[src/rtl/noc_pkg.sv]
// Shared router constants: output-port codes, the "no flit" code and the port count.
package noc_pkg;

  localparam int N_PORT = 5;

  localparam logic [2:0] PORT_L       = 3'b000;
  localparam logic [2:0] PORT_E       = 3'b001;
  localparam logic [2:0] PORT_W       = 3'b010;
  localparam logic [2:0] PORT_N       = 3'b011;
  localparam logic [2:0] PORT_S       = 3'b100;
  localparam logic [2:0] NOT_REGISTER = 3'b111;

  // Input-controller index (0 L, 1 E, 2 W, 3 N, 4 S) to its port code.
  function automatic logic [2:0] port_code(input int idx);
    logic [2:0] code;
    case (idx)
      0:       code = PORT_L;
      1:       code = PORT_E;
      2:       code = PORT_W;
      3:       code = PORT_N;
      4:       code = PORT_S;
      default: code = NOT_REGISTER;
    endcase
    return code;
  endfunction

endpackage

[src/rtl/rr_arbiter.sv]
// Round-robin arbiter: combinational one-hot grant searched upward from ptr with wrap.
// No grant while enable is low; ptr moves to winner+1 only on a grant.
module rr_arbiter #(
  parameter int N_PORT = 5
) (
  input  logic              clk,
  input  logic              rst,
  input  logic [N_PORT-1:0] req,
  input  logic              enable,
  output logic [N_PORT-1:0] grant
);

  localparam int PTR_W = (N_PORT > 1) ? $clog2(N_PORT) : 1;

  logic [PTR_W-1:0] ptr_q, ptr_d;
  logic [PTR_W-1:0] win;
  logic [PTR_W-1:0] idx;
  logic [PTR_W:0]   sum;
  logic             found;

  always_comb begin
    grant = '0;
    ptr_d = ptr_q;
    win   = '0;
    idx   = '0;
    sum   = '0;
    found = 1'b0;
    for (int off = 0; off < N_PORT; off++) begin
      sum = {1'b0, ptr_q} + (PTR_W+1)'(off);
      if (sum >= (PTR_W+1)'(N_PORT)) sum = sum - (PTR_W+1)'(N_PORT);
      idx = sum[PTR_W-1:0];
      if (!found && req[idx]) begin
        found = 1'b1;
        win   = idx;
      end
    end
    if (found && enable) begin
      grant[win] = 1'b1;
      ptr_d      = (win == PTR_W'(N_PORT-1)) ? '0 : win + PTR_W'(1);
    end
  end

  always_ff @(posedge clk or posedge rst) begin
    if (rst) ptr_q <= '0;
    else     ptr_q <= ptr_d;
  end

endmodule

[src/rtl/output_controller.sv]
// Router output port: claims flits coded for PORT_CODE, grants round-robin into a 2-entry queue,
// and writes the head downstream 1 cycle after grant at the earliest; full stalls writes and grants stop at 2 queued.
module output_controller
  import noc_pkg::*;
#(
  parameter int                    DATA_WIDTH = 8,
  parameter int                    N_REGISTER = 3,
  parameter int                    N_PORT     = 5,
  parameter logic [N_REGISTER-1:0] PORT_CODE  = PORT_L
) (
  input  logic                         clk,
  input  logic                         rst,
  input  logic [N_PORT*N_REGISTER-1:0] register,
  input  logic [N_PORT*DATA_WIDTH-1:0] Data_in,
  input  logic                         full,
  output logic [N_PORT-1:0]            grant,
  output logic                         write,
  output logic [DATA_WIDTH-1:0]        Data_out
);

  logic [N_PORT-1:0]     mask_q, mask_d;
  logic                  head_q, head_d;
  logic                  tail_q, tail_d;
  logic [1:0]            count_q, count_d;
  logic [DATA_WIDTH-1:0] mem_q [2];
  logic [DATA_WIDTH-1:0] mem_d [2];

  logic [N_PORT-1:0]     req;
  logic [N_REGISTER-1:0] sel;
  logic [DATA_WIDTH-1:0] win_dat;
  logic                  pop, push, can_push, arb_en;

  // Masking last cycle's winner gives its input controller a cycle to refresh register/Data_in.
  always_comb begin
    req = '0;
    sel = '0;
    for (int i = 0; i < N_PORT; i++) begin
      sel    = register[i*N_REGISTER +: N_REGISTER];
      req[i] = (sel == PORT_CODE) && (sel != N_REGISTER'(NOT_REGISTER)) && !mask_q[i];
    end
  end

  assign pop      = (count_q != 2'd0) && !full;
  assign can_push = (count_q != 2'd2) || pop;
  // Holding enable low during reset keeps grant at zero while the flops are cleared.
  assign arb_en   = can_push && !rst;

  rr_arbiter #(.N_PORT(N_PORT)) u_arb (
    .clk    (clk),
    .rst    (rst),
    .req    (req),
    .enable (arb_en),
    .grant  (grant)
  );

  assign push = |grant;

  always_comb begin
    win_dat = '0;
    for (int i = 0; i < N_PORT; i++) begin
      if (grant[i]) win_dat = Data_in[i*DATA_WIDTH +: DATA_WIDTH];
    end
  end

  always_comb begin
    mem_d  = mem_q;
    mask_d = grant;
    tail_d = tail_q ^ push;
    head_d = head_q ^ pop;
    if (push) mem_d[tail_q] = win_dat;
    case ({push, pop})
      2'b10:   count_d = count_q + 2'd1;
      2'b01:   count_d = count_q - 2'd1;
      default: count_d = count_q;
    endcase
  end

  assign write    = pop;
  assign Data_out = (count_q != 2'd0) ? mem_q[head_q] : '0;

  always_ff @(posedge clk or posedge rst) begin
    if (rst) begin
      mask_q   <= '0;
      head_q   <= 1'b0;
      tail_q   <= 1'b0;
      count_q  <= 2'd0;
      mem_q[0] <= '0;
      mem_q[1] <= '0;
    end else begin
      mask_q  <= mask_d;
      head_q  <= head_d;
      tail_q  <= tail_d;
      count_q <= count_d;
      mem_q   <= mem_d;
    end
  end

endmodule

[config.mk]
export PLATFORM = sky130hd
export DESIGN_NAME = output_controller
export DESIGN_NICKNAME = d
export VERILOG_FILES = /design/src/rtl/noc_pkg.sv /design/src/rtl/rr_arbiter.sv /design/src/rtl/output_controller.sv
export SDC_FILE = /design/constraint.sdc
export NUM_CORES = 1
export LEC_CHECK = 0
export BUFFER_PORTS_ARGS = -buffer_cell sky130_fd_sc_hd__clkbuf_2
export CELL_PAD_IN_SITES_DETAIL_PLACEMENT = 1
export CELL_PAD_IN_SITES_GLOBAL_PLACEMENT = 2
export CORE_UTILIZATION = 33
export CTS_CLUSTER_DIAMETER = 150
export DETAILED_ROUTE_END_ITERATION = 10
export PLACE_DENSITY = 0.95
export SLEW_MARGIN = 10
export SYNTH_ARGS = -nofsm -noshare
export SYNTH_HDL_FRONTEND = slang
export SYNTH_HIERARCHICAL = 1
export SYNTH_SLANG_ARGS = --single-unit
[constraint.sdc]
create_clock -name clk -period 9.74 [get_ports clk]
set_input_delay 0.974 -clock clk [delete_from_list [all_inputs] [get_ports clk]]
set_output_delay 0.974 -clock clk [all_outputs]
set_load 0.02 [all_outputs]
==> impl_metrics.py <==
metrics = {
    "setup_path": {
        "reg2reg_setup_slack_ps": 4000,
        "path_cells": "inv_1 -> ha_1 -> ha_1 -> a21oi_1 -> mux2_1 -> a221oi_1 -> a21oi_1 -> or2_2 -> a31oi_1 -> a41oi_2 -> nor2_1 -> clkbuf_2",
        "crit_buf_inv": 2,
        "cp_slowest_stage_delay_ps": 960,
        "cp_max_fo": 19,
        "start_kind": "flop",
        "worstRegToRegCells": 15,
        "cp.required_ps": 8770,
        "startpoint": "u_arb/ptr_q[1]",
        "crit_family": "simple AND/OR/NAND/NOR gates",
        "arrival_ps": 5090,
        "worst_path_max_delay_cell": "nor2_1",
        "end_kind": "primary output",
        "timing.rr.end": "mem_q[10]",
        "worstSetupPathType": "flop to primary output",
        "r2r-start": "u_arb/ptr_q[1]",
    },
    "global_routing": {
        "antenna_found_initial": 0,
        "first_global_vias": 2815,
        "grt_pass1_wl_um": 13900,
        "track_usage": 0.204,
        "overflow": 0,
        "grt_max_degree": 28,
    },
    "synthesis": {
        "synth_area_leaders": "dfrtp_1 (26%), ha_1 (5.6%), nor2_1 (5.5%), mux2i_1 (5.3%), a31oi_1 (4.9%)",
        "synth_top_area_share": 0.264,
        "synth-seq-area-share": 0.264,
        "synth_top_area_cell": "dfrtp_1",
        "synth_edf_count": 0,
        "yosys_warnings": 6,
        "synth_commonest_cells": "nor2_1 (39), dfrtp_1 (28), inv_1 (23), a21oi_1 (21), a31oi_1 (21)",
        "ys_ff_latch": 28,
        "yosysMostFrequentCell": "nor2_1",
        "avgSynthCellArea_um2": 8.36,
        "syn_area_um2": 2660,
        "ys.flop_type": "dfrtp_1",
        "synth-async-reset-ratio": 1.00,
        "synth_cell_types": 61,
        "syn_nets": 389,
        "syn-instance-count": 318,
    },
    "floorplanning": {
        "std_cell_rows": 32,
        "boundaryPins": 72,
        "die_x_um": 91.8,
        "dieArea_um2": 8420,
        "die_h_um": 91.8,
        "initial_core_util": 0.342,
        "core_area_um2": 7770,
    },
    "sta": {
        "maxSlewHeadroom": 0.175,
        "finalHoldViolCount": 0,
        "slew_violations": 0,
        "fin_crit_ps": 6070,
        "fmax_mhz": 165,
        "min_period_over_period": 0.623,
        "fin_setup_tns_ps": 0,
        "finClkSkew_ps": 1.01,
        "finalSetupViolations": 0,
        "rsz0062_at_grt": "no",
        "tightest_slew_ps": 1230,
    },
    "job": {
        "maxCapViolCount": 0,
    },
    "clock_tree": {
        "clock_sinks": 28,
        "cts_resized": 0,
        "cts_tree": "done",
        "h-tree-depth": 1,
        "cts_setup_buffers": 0,
        "clock_latency_ps": 280,
        "clk_pin_slew_worst_paths_ps": 100,
        "clock_path_buffers": 2,
        "cts-root-buf": "clkbuf_8",
        "cts_made_buffers": 3,
        "hold_buffers": 0,
    },
    "routing": {
        "routed-via-count": 2702,
        "dr.first_iter.drc_count": 228,
        "ant_nets": 0,
        "drtPass1Iterations": 4,
        "wl_um": 8220,
        "route.detailed.drc": 0,
        "via_per_inst": 5.64,
        "wl_per_cell_um": 17.2,
    },
    "min_path": {
        "hold_class": "flop to flop",
        "hold_path_depth": 1,
        "min_to": "count_q[1]",
        "worstHoldStart": "count_q[1]",
    },
    "cells_and_area": {
        "fillers": 986,
        "diodes": 0,
        "final_net_count": 449,
        "layout-drive-gt1-share": 0.263,
        "areaGrowthSynthToFinish_pct": 17.4,
    },
    "placement": {
        "hpwl_um": 6420,
        "port_buffers": 71,
        "gp_congestion": 0.844,
    },
    "status": {
        "outcome": "finished clean",
    },
}
==> stage by stage <==
step | hold WS [ps] | util | setup WS (ps) | cell area (um2) | instances
floorplan | 463 | - | 4760 | 2660 | 318
global placement | 481 | 0.393 | 4020 | 3050 | 475
detailed placement | 500 | 0.393 | 3830 | 3050 | 475
CTS | 517 | 0.402 | 3660 | 3120 | 479
global route | 529 | 0.402 | 3330 | 3120 | 479
finish | 514 | 0.402 | 3670 | 3120 | 479
==> area by class of cell <==
class | instances | area, um2 | share of cell area
tap | 102 | 128 | 0.0409
sequential | 28 | 701 | 0.224
timing repair buffer | 74 | 378 | 0.121
clock inverter | 1 | 30.0 | 0.00962
inverter | 27 | 101 | 0.0325
clock buffer | 3 | 41.3 | 0.0132
multi-input combinational | 244 | 1740 | 0.558
==> worst reg2reg max path, cell delays in order, from the launching register on <==
cell and delay, ps:
dfrtp_1 600, inv_1 240, ha_1 290, ha_1 460, a21oi_1 310, mux2_1 350
a221oi_1 390, a21oi_1 230, or2_2 320, a31oi_1 210, a41oi_2 110, nor2_1 960
or4_4 330, ha_1 520, nor2_1 140, a31oi_1 180
==> registers in the layout, summed over array words and instances, names as in the netlist <==
name,flops
head_q,1
tail_q,1
u_arb/ptr_q,3
mem_q,16
mask_q,5
count_q,2
==> metal layers <==
layer / up-vias / routed length, um / global-route usage
met5: - / 0 / 0
met4: 0 / 69 / 0.0339
met3: 8 / 481 / 0.0282
met2: 94 / 3770 / 0.342
met1: 1322 / 3900 / 0.282
li1: 1278 / - / -
==> cell families after synthesis <==
family / count (synthesis) / synth area share
AND/OR/NAND/NOR: 104 / 0.209
adder cells (fa/ha/maj): 13 / 0.0640
multiplexers: 19 / 0.0866
flip-flops: 28 / 0.264
XOR/XNOR: 8 / 0.0264
buffers and inverters: 46 / 0.0809
AO/OA/AOI/OAI: 100 / 0.269
==> worst max path at each step <==
stage                     slack (ps)  cells after the start        end
final                           3670                     12   grant[2]
after global routing            3330                     12   grant[2]
after CTS                       3660                     12   grant[2]
after detailed placement        3830                     11   grant[2]
after global placement          4020                     11   grant[2]
after floorplan                 4760                     18  mem_q[11]
==> layout by cell type (no fill, tap or decap), types with 5 or more instances in the layout <==
cell      instances
a22oi_1           7
xnor2_1           6
nand2_1          18
a21oi_1          21
nor4_1            6
o21ai_1           7
dfrtp_1          28
a221o_1           8
ha_1             12
nand3b_1          8
a31oi_1          21
inv_1            23
o21ai_0           5
nor2_1           39
mux2i_1          14
nand2b_1          5
clkbuf_2         71
Power is not shown: default switching activity piles up to over one toggle a cycle in this logic, so the estimate is an artifact.
